### config.mk
export PLATFORM = sky130hd
export DESIGN_NAME = apb_ucpd_tx_enc_flat
export DESIGN_NICKNAME = d
export VERILOG_FILES = /design/src/rtl/apb_ucpd_pkg.sv /design/src/rtl/apb_ucpd_tx_enc_if.sv /design/src/rtl/apb_ucpd_crc32.sv /design/src/rtl/apb_ucpd_tx_enc.sv /design/src/flat_wrapper.sv
export SDC_FILE = /design/constraint.sdc
export NUM_CORES = 1
export LEC_CHECK = 0
export CORE_MARGIN = 5
export CORE_UTILIZATION = 31
export DETAILED_ROUTE_END_ITERATION = 12
export HOLD_SLACK_MARGIN = 0.03
export MAX_ROUTING_LAYER = met4
export PLACE_DENSITY = 0.51
export SYNTH_ARGS = -nofsm -noshare
export SYNTH_HDL_FRONTEND = slang
export SYNTH_HIERARCHICAL = 1
export SYNTH_SLANG_ARGS = --single-unit
### constraint.sdc
create_clock -name ic_clk -period 2.3 [get_ports ic_clk]
set_clock_uncertainty 0.15 [all_clocks]
set_input_delay 0.23 -clock ic_clk [delete_from_list [all_inputs] [get_ports ic_clk]]
set_output_delay 0.23 -clock ic_clk [all_outputs]
set_load 0.01 [all_outputs]
### src/rtl/apb_ucpd_pkg.sv
// apb_ucpd_pkg: shared 4b5b/K-code/CRC constants and TX encoder state.
// The state is one packed struct so that a reset and a disable clear it identically.
package apb_ucpd_pkg;

  localparam logic [4:0] K_SYNC1 = 5'b11000;
  localparam logic [4:0] K_SYNC2 = 5'b10001;
  localparam logic [4:0] K_SYNC3 = 5'b00110;
  localparam logic [4:0] K_RST1  = 5'b00111;
  localparam logic [4:0] K_RST2  = 5'b11001;
  localparam logic [4:0] K_EOP   = 5'b01101;

  localparam logic [31:0] CRC_POLY     = 32'h04C1_1DB7;
  localparam logic [31:0] CRC_POLY_REF = 32'hEDB8_8320;
  localparam logic [31:0] CRC_INIT     = 32'hFFFF_FFFF;

  typedef struct packed {
    logic [39:0] shift;
    logic [5:0]  cnt;
    logic [31:0] crc;
    logic [31:0] crc_val;
    logic        tog;
    logic        nrz;
    logic        cc;
    logic        pre_q;
    logic        sop_q;
    logic        crc_q;
    logic        eop_q;
    logic [3:0]  hold;
    logic [7:0]  pre_cnt;
  } enc_st_t;

  localparam enc_st_t ST_RST = '{
    shift:   '0,
    cnt:     '0,
    crc:     CRC_INIT,
    crc_val: '0,
    tog:     1'b0,
    nrz:     1'b0,
    cc:      1'b0,
    pre_q:   1'b0,
    sop_q:   1'b0,
    crc_q:   1'b0,
    eop_q:   1'b0,
    hold:    '0,
    pre_cnt: '0
  };

  function automatic logic [4:0] enc4b5b(input logic [3:0] n);
    logic [4:0] s;
    s = 5'b11110;
    case (n)
      4'h0: s = 5'b11110;
      4'h1: s = 5'b01001;
      4'h2: s = 5'b10100;
      4'h3: s = 5'b10101;
      4'h4: s = 5'b01010;
      4'h5: s = 5'b01011;
      4'h6: s = 5'b01110;
      4'h7: s = 5'b01111;
      4'h8: s = 5'b10010;
      4'h9: s = 5'b10011;
      4'hA: s = 5'b10110;
      4'hB: s = 5'b10111;
      4'hC: s = 5'b11010;
      4'hD: s = 5'b11011;
      4'hE: s = 5'b11100;
      4'hF: s = 5'b11101;
      default: s = 5'b11110;
    endcase
    return s;
  endfunction

endpackage

### src/rtl/apb_ucpd_tx_enc_if.sv
// apb_ucpd_tx_enc_if: PD TX FSM to symbol encoder bundle.
// master = FSM side, slave = encoder side.
interface apb_ucpd_tx_enc_if;
  logic        ucpden;
  logic        bit_clk_red;
  logic        hbit_clk_red;
  logic        pre_en;
  logic        sop_en;
  logic        data_en;
  logic        crc_en;
  logic        eop_en;
  logic        wait_en;
  logic        txfifo_ld_en;
  logic [7:0]  txdata;
  logic [19:0] tx_ordset;
  logic        cc_tx;
  logic        tx_nrz;
  logic [31:0] crc_val;
  logic        sym_busy;

  modport master (
    output ucpden, bit_clk_red, hbit_clk_red,
    output pre_en, sop_en, data_en,
    output crc_en, eop_en, wait_en,
    output txfifo_ld_en, txdata, tx_ordset,
    input  cc_tx, tx_nrz, crc_val, sym_busy
  );

  modport slave (
    input  ucpden, bit_clk_red, hbit_clk_red,
    input  pre_en, sop_en, data_en,
    input  crc_en, eop_en, wait_en,
    input  txfifo_ld_en, txdata, tx_ordset,
    output cc_tx, tx_nrz, crc_val, sym_busy
  );
endinterface

### src/rtl/apb_ucpd_crc32.sv
// apb_ucpd_crc32: one-byte step of the reflected CRC32.
// Data enters LSB first, matching the bit order on the line.
module apb_ucpd_crc32
  import apb_ucpd_pkg::*;
(
  input  logic [31:0] i_crc,
  input  logic [7:0]  i_data,
  output logic [31:0] o_crc
);

  logic [31:0] w_acc;

  always_comb begin
    w_acc = i_crc ^ {24'h0, i_data};
    for (int i = 0; i < 8; i++) begin
      if (w_acc[0])
        w_acc = (w_acc >> 1) ^ CRC_POLY_REF;
      else
        w_acc = w_acc >> 1;
    end
  end

  assign o_crc = w_acc;

endmodule

### src/rtl/apb_ucpd_tx_enc.sv
// apb_ucpd_tx_enc: 4b5b symbol shifter, CRC32 and BMC driver.
// Loads beat shifts; a load on a strobe still emits the old bit 0.
module apb_ucpd_tx_enc
  import apb_ucpd_pkg::*;
#(
  parameter int PRE_BITS   = 64,
  parameter int HOLD_HBITS = 1
) (
  input logic               ic_clk,
  input logic               ic_rst_n,
  apb_ucpd_tx_enc_if.slave  bus
);

  localparam logic [3:0] HOLD_N = 4'(HOLD_HBITS);

  enc_st_t     r_st;
  enc_st_t     w_nx;
  logic        w_run;
  logic        w_emit;
  logic        w_idle;
  logic        w_pre_rise;
  logic        w_sop_rise;
  logic        w_crc_rise;
  logic        w_eop_rise;
  logic [9:0]  w_ld_sym;
  logic [31:0] w_crc_r;
  logic [39:0] w_crc_sym;
  logic [31:0] w_crc_nxt;

  assign w_run = bus.pre_en | bus.sop_en | bus.data_en
               | bus.crc_en | bus.eop_en;
  assign w_emit = bus.bit_clk_red & w_run;
  assign w_idle = ~(w_run | bus.wait_en);

  assign w_pre_rise = bus.pre_en & ~r_st.pre_q;
  assign w_sop_rise = bus.sop_en & ~r_st.sop_q;
  assign w_crc_rise = bus.crc_en & ~r_st.crc_q;
  assign w_eop_rise = bus.eop_en & ~r_st.eop_q;

  assign w_ld_sym = {enc4b5b(bus.txdata[7:4]),
                     enc4b5b(bus.txdata[3:0])};

  // Residue nibble 0 lands in the low symbol so it goes out first
  always_comb begin
    w_crc_r   = ~r_st.crc;
    w_crc_sym = '0;
    for (int i = 0; i < 8; i++)
      w_crc_sym[5*i +: 5] = enc4b5b(w_crc_r[4*i +: 4]);
  end

  apb_ucpd_crc32 u_crc (
    .i_crc  (r_st.crc),
    .i_data (bus.txdata),
    .o_crc  (w_crc_nxt)
  );

  always_comb begin
    w_nx       = r_st;
    w_nx.pre_q = bus.pre_en;
    w_nx.sop_q = bus.sop_en;
    w_nx.crc_q = bus.crc_en;
    w_nx.eop_q = bus.eop_en;

    if (w_emit) begin
      w_nx.cc = ~r_st.cc;
      if (bus.pre_en) begin
        w_nx.nrz = r_st.tog;
        w_nx.tog = ~r_st.tog;
        if (r_st.pre_cnt != 8'hFF)
          w_nx.pre_cnt = r_st.pre_cnt + 8'd1;
      end else begin
        w_nx.nrz   = r_st.shift[0];
        w_nx.shift = {1'b0, r_st.shift[39:1]};
        if (r_st.cnt != 6'd0)
          w_nx.cnt = r_st.cnt - 6'd1;
      end
    end else if (bus.hbit_clk_red && w_run && r_st.nrz) begin
      w_nx.cc = ~r_st.cc;
    end
    if (!bus.pre_en)
      w_nx.pre_cnt = '0;

    if (bus.txfifo_ld_en) begin
      w_nx.shift = {30'b0, w_ld_sym};
      w_nx.cnt   = 6'd10;
      w_nx.crc   = w_crc_nxt;
    end else if (w_sop_rise) begin
      w_nx.shift = {20'b0, bus.tx_ordset};
      w_nx.cnt   = 6'd20;
    end else if (w_crc_rise) begin
      w_nx.shift   = w_crc_sym;
      w_nx.cnt     = 6'd40;
      w_nx.crc_val = w_crc_r;
    end else if (w_eop_rise) begin
      w_nx.shift = {35'b0, K_EOP};
      w_nx.cnt   = 6'd5;
    end else if (w_pre_rise) begin
      w_nx.crc = CRC_INIT;
      w_nx.tog = 1'b0;
    end

    // Keep the final EOP level for HOLD_HBITS half bits, then park low
    if (bus.wait_en) begin
      if (r_st.hold >= HOLD_N) begin
        w_nx.cc = 1'b0;
      end else if (bus.hbit_clk_red) begin
        w_nx.hold = r_st.hold + 4'd1;
        if (r_st.hold + 4'd1 >= HOLD_N)
          w_nx.cc = 1'b0;
      end
    end else begin
      w_nx.hold = '0;
    end

    if (w_idle) begin
      w_nx.cc  = 1'b0;
      w_nx.tog = 1'b0;
    end
  end

  always_ff @(posedge ic_clk or negedge ic_rst_n) begin
    if (!ic_rst_n)
      r_st <= ST_RST;
    else if (!bus.ucpden)
      r_st <= ST_RST;
    else
      r_st <= w_nx;
  end

  assign bus.cc_tx    = r_st.cc;
  assign bus.tx_nrz   = r_st.nrz;
  assign bus.crc_val  = r_st.crc_val;
  assign bus.sym_busy = |r_st.cnt;

  a_ld_phase: assert property (
    @(posedge ic_clk) disable iff (!ic_rst_n)
    (bus.ucpden && bus.txfifo_ld_en) |->
      (bus.sop_en || bus.data_en));

  a_ld_rise: assert property (
    @(posedge ic_clk) disable iff (!ic_rst_n)
    (bus.ucpden && bus.txfifo_ld_en) |->
      !(w_pre_rise || w_sop_rise || w_crc_rise || w_eop_rise));

  a_pre_len: assert property (
    @(posedge ic_clk) disable iff (!ic_rst_n)
    int'(r_st.pre_cnt) <= PRE_BITS);

endmodule

### src/flat_wrapper.sv
// flat-port wrapper written by rule: the top's interface ports become plain ports
module apb_ucpd_tx_enc_flat import apb_ucpd_pkg::*;
#(
  parameter int PRE_BITS   = 64,
  parameter int HOLD_HBITS = 1
)
  (ic_clk, ic_rst_n, bus_ucpden, bus_bit_clk_red, bus_hbit_clk_red, bus_pre_en, bus_sop_en, bus_data_en, bus_crc_en, bus_eop_en, bus_wait_en, bus_txfifo_ld_en, bus_txdata, bus_tx_ordset, bus_cc_tx, bus_tx_nrz, bus_crc_val, bus_sym_busy);
  apb_ucpd_tx_enc_if bus_i ();
  input logic ic_clk;
  input logic ic_rst_n;
  input wire logic [$bits(bus_i.ucpden)-1:0] bus_ucpden;
  input wire logic [$bits(bus_i.bit_clk_red)-1:0] bus_bit_clk_red;
  input wire logic [$bits(bus_i.hbit_clk_red)-1:0] bus_hbit_clk_red;
  input wire logic [$bits(bus_i.pre_en)-1:0] bus_pre_en;
  input wire logic [$bits(bus_i.sop_en)-1:0] bus_sop_en;
  input wire logic [$bits(bus_i.data_en)-1:0] bus_data_en;
  input wire logic [$bits(bus_i.crc_en)-1:0] bus_crc_en;
  input wire logic [$bits(bus_i.eop_en)-1:0] bus_eop_en;
  input wire logic [$bits(bus_i.wait_en)-1:0] bus_wait_en;
  input wire logic [$bits(bus_i.txfifo_ld_en)-1:0] bus_txfifo_ld_en;
  input wire logic [$bits(bus_i.txdata)-1:0] bus_txdata;
  input wire logic [$bits(bus_i.tx_ordset)-1:0] bus_tx_ordset;
  output wire logic [$bits(bus_i.cc_tx)-1:0] bus_cc_tx;
  output wire logic [$bits(bus_i.tx_nrz)-1:0] bus_tx_nrz;
  output wire logic [$bits(bus_i.crc_val)-1:0] bus_crc_val;
  output wire logic [$bits(bus_i.sym_busy)-1:0] bus_sym_busy;
  assign bus_i.ucpden = bus_ucpden;
  assign bus_i.bit_clk_red = bus_bit_clk_red;
  assign bus_i.hbit_clk_red = bus_hbit_clk_red;
  assign bus_i.pre_en = bus_pre_en;
  assign bus_i.sop_en = bus_sop_en;
  assign bus_i.data_en = bus_data_en;
  assign bus_i.crc_en = bus_crc_en;
  assign bus_i.eop_en = bus_eop_en;
  assign bus_i.wait_en = bus_wait_en;
  assign bus_i.txfifo_ld_en = bus_txfifo_ld_en;
  assign bus_i.txdata = bus_txdata;
  assign bus_i.tx_ordset = bus_tx_ordset;
  assign bus_cc_tx = bus_i.cc_tx;
  assign bus_tx_nrz = bus_i.tx_nrz;
  assign bus_crc_val = bus_i.crc_val;
  assign bus_sym_busy = bus_i.sym_busy;
  apb_ucpd_tx_enc #(.PRE_BITS(PRE_BITS), .HOLD_HBITS(HOLD_HBITS)) u_core (.ic_clk(ic_clk), .ic_rst_n(ic_rst_n), .bus(bus_i));
endmodule
==> results of run 1 <==
==> cells in the mapped netlist (all sizes together), types with 6 or more instances <==
cell and number:
dfrtp 89, nor2 11, and2 6, a211oi 11
a31oi 9, nand2b 7, o21ai 39, mux2 6
a22oi 9, a2bb2oi 8, a221oi 9, nor2b 12
xor3 6, xor2 13, xnor3 12, nand2 29
inv 20, buf 57, nor3 13, clkbuf 23
nand3 44, dfstp 32, o22a 35, or3 6
o2bb2ai 25, o41ai 6, a21oi 18, o31ai 15
xnor2 43, a22o 14
==> cell families after synthesis <==
family | count (synthesis)
AOI/OAI and AO/OA | 209
and+or+nand+nor | 141
DFF | 121
buffers and inverters | 100
xor gates and xnor gates | 74
muxes | 11
adders and majority gates | 5
==> power breakdown <==
group	internal (mW)	switching (mW)	leakage, nW
clock	1.77	1.05	0.296
sequential	2.57	0.567	1.55
combinational	2.53	1.76	2.01
==> what timing repair did <==
item / in CTS / in global routing
endpoints found under the hold margin: 36 / 0
endpoints found under the setup margin: 1 / 0
hold buffers: 1 / 0
resized for setup: 1 / 0
==> layout make-up <==
type | count | share of cell area, %
inverters | 20 | 0.8236
flip-flops and latches | 121 | 33.66
clock inverters | 13 | 1.826
repair buffers | 146 | 15.28
clock buffers | 19 | 4.969
well taps | 313 | 4.297
multi-input cells | 440 | 39.15
==> sequential cells by signal (all words and copies together), names as in the netlist <==
name / cells
u_core/bus.cc_tx: 1
u_core/bus.crc_val: 32
u_core/bus.tx_nrz: 1
u_core/r_st: 87
==> stage by stage <==
| step | utilization, % | TNS, ps |
|---|---|---|
| 4_1_cts | 40.02 | 0 |
| 3_3_place_gp | 37.26 | -139.4 |
| 6_report | 40.02 | 0 |
| 2_1_floorplan | - | 0 |
| 5_1_grt | 40.02 | 0 |
| 3_5_place_dp | 37.26 | -239.9 |
==> how the worst max path moves through the flow <==
stage	end	slack (ps)	start	cells past startpoint
floorplan	u_core/r_st[68]	260	u_core/r_st[54]	4
global placement	u_core/r_st[127]	-30	bus_sop_en	6
detailed placement	u_core/r_st[102]	-90	bus_eop_en	7
CTS	bus_sym_busy	40	u_core/r_st[86]	3
global route	bus_sym_busy	2	u_core/r_st[86]	3
finish	bus_sym_busy	70	u_core/r_st[86]	3
==> per-layer routing <==
layer  global-route usage (%)  vias up  share of wire [%]
li1                         -     2586                  -
met5                        -        -                  0
met3                    3.240       23                3.5
met1                    23.00     2781                 48
met2                    26.47      134                 47
met4                    4.383        0                1.7
==> metrics.md, run 1 <==
| Metric | Value |
|---|---|
| Status | `complete, no violations` |
| Commonest non-fill, non-tap cell in the layout | `dfrtp_1` |
| Tmin final | `2229 ps` |
| Vias | `5,524` |
| Fmax | `448.6 MHz` |
| Post-Synth Simple-Gate Area | `10.53%` |
| Peak supply drop | `0.5401 mV` |
| Hold_ws | `165.7 ps` |
| WP buf/inv | `1` |
| GRT Util Overall | `17.03%` |
| CP required | `1920 ps` |
| Final Non-Filler Cells | `1,072` |
| Final Max Tran Viols | `0` |
| H-tree depth | `4` |
| CTS tree | `done` |
| Top cells by area, synth | `dfrtp_1 (31%), dfstp_2 (12%), o22a_1 (4.3%)` |
| EDFF count, synth | `0` |
| Total grt overflow | `0` |
| Maxcap violations | `0` |
| Worst skew pair latency | `420 ps` |
| Rel. slew slack | `65.38%` |
| Initial antenna violation count | `0` |
| Post-Syn Instances | `661` |
| GP Congestion | `0.8464` |
| Port Buffers | `74` |
| Die ar. | `26,390 um2` |
| Syn Area/Cell | `10.90 um2` |
| Synth warnings | `6` |
| Total power | `10.26 mW` |
| FF-to-FF setup slack | `260 ps` |
| Largest net degree at the start of global routing | `51` |
| Library cells used by synthesis | `67` |
| Diodes inserted | `0` |
| DP Cell Count | `1,039` |
| Core footprint | `22,780 um2` |
| Async SR Flop Fraction | `100.0%` |
| Area of the multi-input gates | `3568 um2` |
| PwrDens | `1125 nW/um2` |
| Seq/Total Area, Yosys | `42.59%` |
| Delay of the slowest cell on the worst path | `410 ps` |
| Most used DFF post-synth | `dfrtp_1` |
| Synth top area share | `30.92%` |
| Effective utilization at floorplan | `31.62%` |
| Post-Synth XOR/XNOR Area | `14.54%` |
| Worst-path clk slew | `60 ps` |
| Number of CTS-inserted buffers | `17` |
| Worst reg2reg endpoint | `u_core/r_st[68]` |
| Worst-Margin Slew | `516.7 ps` |
| Setup ws final | `71.05 ps` |
| Post-Syn Nets | `706` |
| Worst Hold Class | `input port to async pin` |
| RSZ-0062 raised after global routing | `false` |
| DR iter-0 viols | `460` |
| CTS sink cnt | `121` |
| # Post-CTS Setup Buffers | `0` |
| R2r startpoint | `u_core/r_st[56]` |
| Synthesized area | `7203 um2` |
| Final #Nets | `791` |
| Crit path max-delay cell type | `dfrtp_1` |
| Final hold violation count | `0` |
| Remaining antenna violation count after routing | `0` |
| Worst EP arrival | `1850 ps` |
| Wirelength per Cell | `19.79 um` |
| Setup Crit Path Kind | `flip-flop to primary output` |
| Area delta synth->final | `26.54%` |
| DIE WIDTH | `162.4 um` |
| Startpoint types | `flip-flop` |
| Worst slack at placement | `-93.42 ps` |
| # IOs | `75` |
| Std-Cell Rows | `55` |
| Most frequent cells in the layout | `dfrtp_1 (89), clkdlybuf4s50_1 (72), buf_4 (63), nand3_1 (44), o21ai_0 (38)` |
| Yosys reg bits | `121` |
| Combinational family with the most area after synthesis | `compound AO/OA/AOI/OAI gates` |
| Crit path max fanout | `4` |
| Post-DR vias/cell | `5.153` |
| DP HPWL | `14.92 mm` |
| Synth Area in Compound Gates | `21.71%` |
| CTS Buffer Depth | `2` |
| Yosys top cell by area | `dfrtp_1` |
| Fill count | `2,200` |
| Lkg Pwr | `3.854 nW` |
| Placed instance area | `8487 um2` |
| DR DRC count | `0` |
| Crit. End Element | `primary output` |
| Fin area | `9115 um2` |
| Critical path's top delay family | `simple AND/OR/NAND/NOR gates` |
| Cell Chain, Critical Path | `or2_2 -> or3_1 -> dlygate4sd2_1` |
| Register-to-Register Path Depth | `4` |
| Final setup fails | `0` |
| Reg area | `3068 um2` |
| Final wirelength | `21.22 mm` |
| Share of cells above drive strength 1 | `21.61%` |
| Vias in the first global route | `5,788` |
| Clock root cell | `clkbuf_16` |
| Die Height | `162.4 um` |
| Post-Synth Adder-Cell Area | `0.8685%` |
| First-pass GRT wire length | `34.05 mm` |
| First-pass DRT Iterations | `4` |
| Period Utilization, post-route | `96.91%` |
| Proportion of synthesized area in mux cells | `1.893%` |
Note: power is estimated with default switching activity, not from simulation.
==> inputs of run 2 (changes only) <==
--- a/config.mk
+++ b/config.mk
@@ -6,11 +6,10 @@
 export NUM_CORES = 1
 export LEC_CHECK = 0
 export CORE_MARGIN = 5
-export CORE_UTILIZATION = 31
+export CORE_UTILIZATION = 30
 export DETAILED_ROUTE_END_ITERATION = 12
 export HOLD_SLACK_MARGIN = 0.03
 export MAX_ROUTING_LAYER = met4
-export PLACE_DENSITY = 0.51
 export SYNTH_ARGS = -nofsm -noshare
 export SYNTH_HDL_FRONTEND = slang
 export SYNTH_HIERARCHICAL = 1
==> metrics.md, run 2 (synthesized netlist as in run 1, its figures left out) <==
| Metric | Value |
|---|---|
| Status | `complete, no violations` |
| CTS tree | `done` |
| Area delta synth->final | `27.32%` |
| Vias | `5,500` |
| CP Depth | `3` |
| GRT Util Overall | `15.56%` |
| WP buf/inv | `1` |
| Worst EP arrival | `1780 ps` |
| Final #Nets | `793` |
| Die ar. | `27,210 um2` |
| Crit path max-delay cell type | `dfrtp_1` |
| Share of cells above drive strength 1 | `21.68%` |
| Largest register FFs | `87` |
| Tmin final | `2164 ps` |
| Final wirelength | `20.15 mm` |
| Largest net degree at the start of global routing | `68` |
| Worst-path clk slew | `50 ps` |
| Initial antenna violation count | `0` |
| Worst Hold Class | `input port to async pin` |
| Wirelength per Cell | `18.66 um` |
| Crit. End Element | `primary output` |
| Effective utilization at floorplan | `30.60%` |
| Die Height | `165.0 um` |
| Fill count | `2,313` |
| CTS Buffer Depth | `2` |
| CP required | `1920 ps` |
| DR DRC count | `0` |
| Diodes inserted | `0` |
| Most frequent cells in the layout | `dfrtp_1 (89), clkdlybuf4s50_1 (72), buf_4 (65), nand3_1 (44), o21ai_0 (38)` |
| Final hold violation count | `0` |
| Delay of the slowest cell on the worst path | `410 ps` |
| Worst-Margin Slew | `536.1 ps` |
| Std-Cell Rows | `56` |
| PwrDens | `1133 nW/um2` |
| # Post-CTS Setup Buffers | `0` |
| CTS sink cnt | `121` |
| Placed instance area | `8509 um2` |
| Post-DR vias/cell | `5.093` |
| Clock root cell | `clkbuf_16` |
| Critical path's top delay family | `simple AND/OR/NAND/NOR gates` |
| Vias in the first global route | `5,635` |
| First-pass DRT Iterations | `5` |
| H-tree depth | `4` |
| Period Utilization, post-route | `94.10%` |
| Lkg Pwr | `3.880 nW` |
| Remaining antenna violation count after routing | `0` |
| Total grt overflow | `0` |
| # IOs | `75` |
| Core footprint | `23,540 um2` |
| Rel. slew slack | `63.81%` |
| Worst skew pair latency | `430 ps` |
| DIE WIDTH | `165.0 um` |
| Register-to-Register Path Depth | `4` |
| DR iter-0 viols | `390` |
| Crit path max fanout | `4` |
| Largest Register | `u_core/r_st` |
| Worst slack at placement | `-91.35 ps` |
| Setup Crit Path Kind | `flip-flop to primary output` |
| DP HPWL | `14.39 mm` |
| Number of CTS-inserted buffers | `17` |
| Fin area | `9171 um2` |
| GP Congestion | `0.8206` |
| Fmax | `462.0 MHz` |
| DP Cell Count | `1,047` |
| Cell Chain, Critical Path | `or2_4 -> or3_1 -> dlygate4sd2_1` |
| Port Buffers | `74` |
| Final Non-Filler Cells | `1,080` |
| Peak supply drop | `0.5616 mV` |
| Startpoint types | `flip-flop` |
| Final Max Tran Viols | `0` |
| Commonest non-fill, non-tap cell in the layout | `dfrtp_1` |
| Maxcap violations | `0` |
| Setup ws final | `135.7 ps` |
| First-pass GRT wire length | `31.63 mm` |
| RSZ-0062 raised after global routing | `false` |
| Final setup fails | `0` |
run 2: routing by layer:
metal | wire length, um | vias up | GRT usage (%) | share of wire [%]
li1 | - | 2592 | - | -
met1 | 9325 | 2750 | 20.08 | 46
met2 | 9394 | 127 | 23.97 | 47
met3 | 916 | 31 | 3.419 | 4.5
met4 | 516 | 0 | 6.049 | 2.6
met5 | 0 | - | - | 0
run 2: layout make-up:
type                       instances  area, um2  area share, %
clock buffer                      22      484.2          5.280
clock inverter                    10      166.4          1.814
inverter                          20      75.07         0.8186
multi-input combinational        440       3571          38.94
sequential                       121       3068          33.45
tap                              319      399.1          4.352
timing repair buffer             148       1408          15.35
run 2: power by group:
group          switching (mW)  internal (mW)
combinational            1.80           2.56
clock                   0.997           1.93
sequential              0.529           2.57
run 2: through the flow:
| stage | TNS [ps] | power [mW] | util [%] | hold WS [ps] |
|---|---|---|---|---|
| CTS | 0 | 10.44 | 38.95 | 226.0 |
| detailed placement | -732.4 | 7.489 | 36.14 | 115.3 |
| floorplan | 0 | 6.080 | - | -215.6 |
| finish | 0 | 10.39 | 38.96 | 205.3 |
| global placement | -178.2 | 7.399 | 36.14 | 113.6 |
| global route | 0 | 10.88 | 38.96 | 233.5 |
run 2: final timing paths:
kind / end / slack [ps] / start
worst max-delay path: bus_sym_busy / 140 / u_core/r_st[86]
worst min-delay path: u_core/r_st[88] / 210 / ic_rst_n
worst max register to register: u_core/r_st[69] / 180 / u_core/r_st[51]
worst min register to register: u_core/r_st[128] / 330 / u_core/r_st[128]
max in group asynchronous: u_core/r_st[71] / 1430 / ic_rst_n
min in group ic_clk: u_core/r_st[107] / 290 / bus_tx_ordset[18]
run 2: worst min-delay path, stage by stage:
cell           delay (ps)
dlygate4sd3_1         530
buf_4                 140
buf_12                270
run 2: what timing repair did:
| item | in CTS | in global routing |
|---|---|---|
| gates cloned | 0 | 0 |
| endpoints found under the setup margin | 1 | 1 |
| endpoints found under the hold margin | 121 | 0 |
| hold buffers | 1 | 0 |
| resized for setup | 1 | 1 |
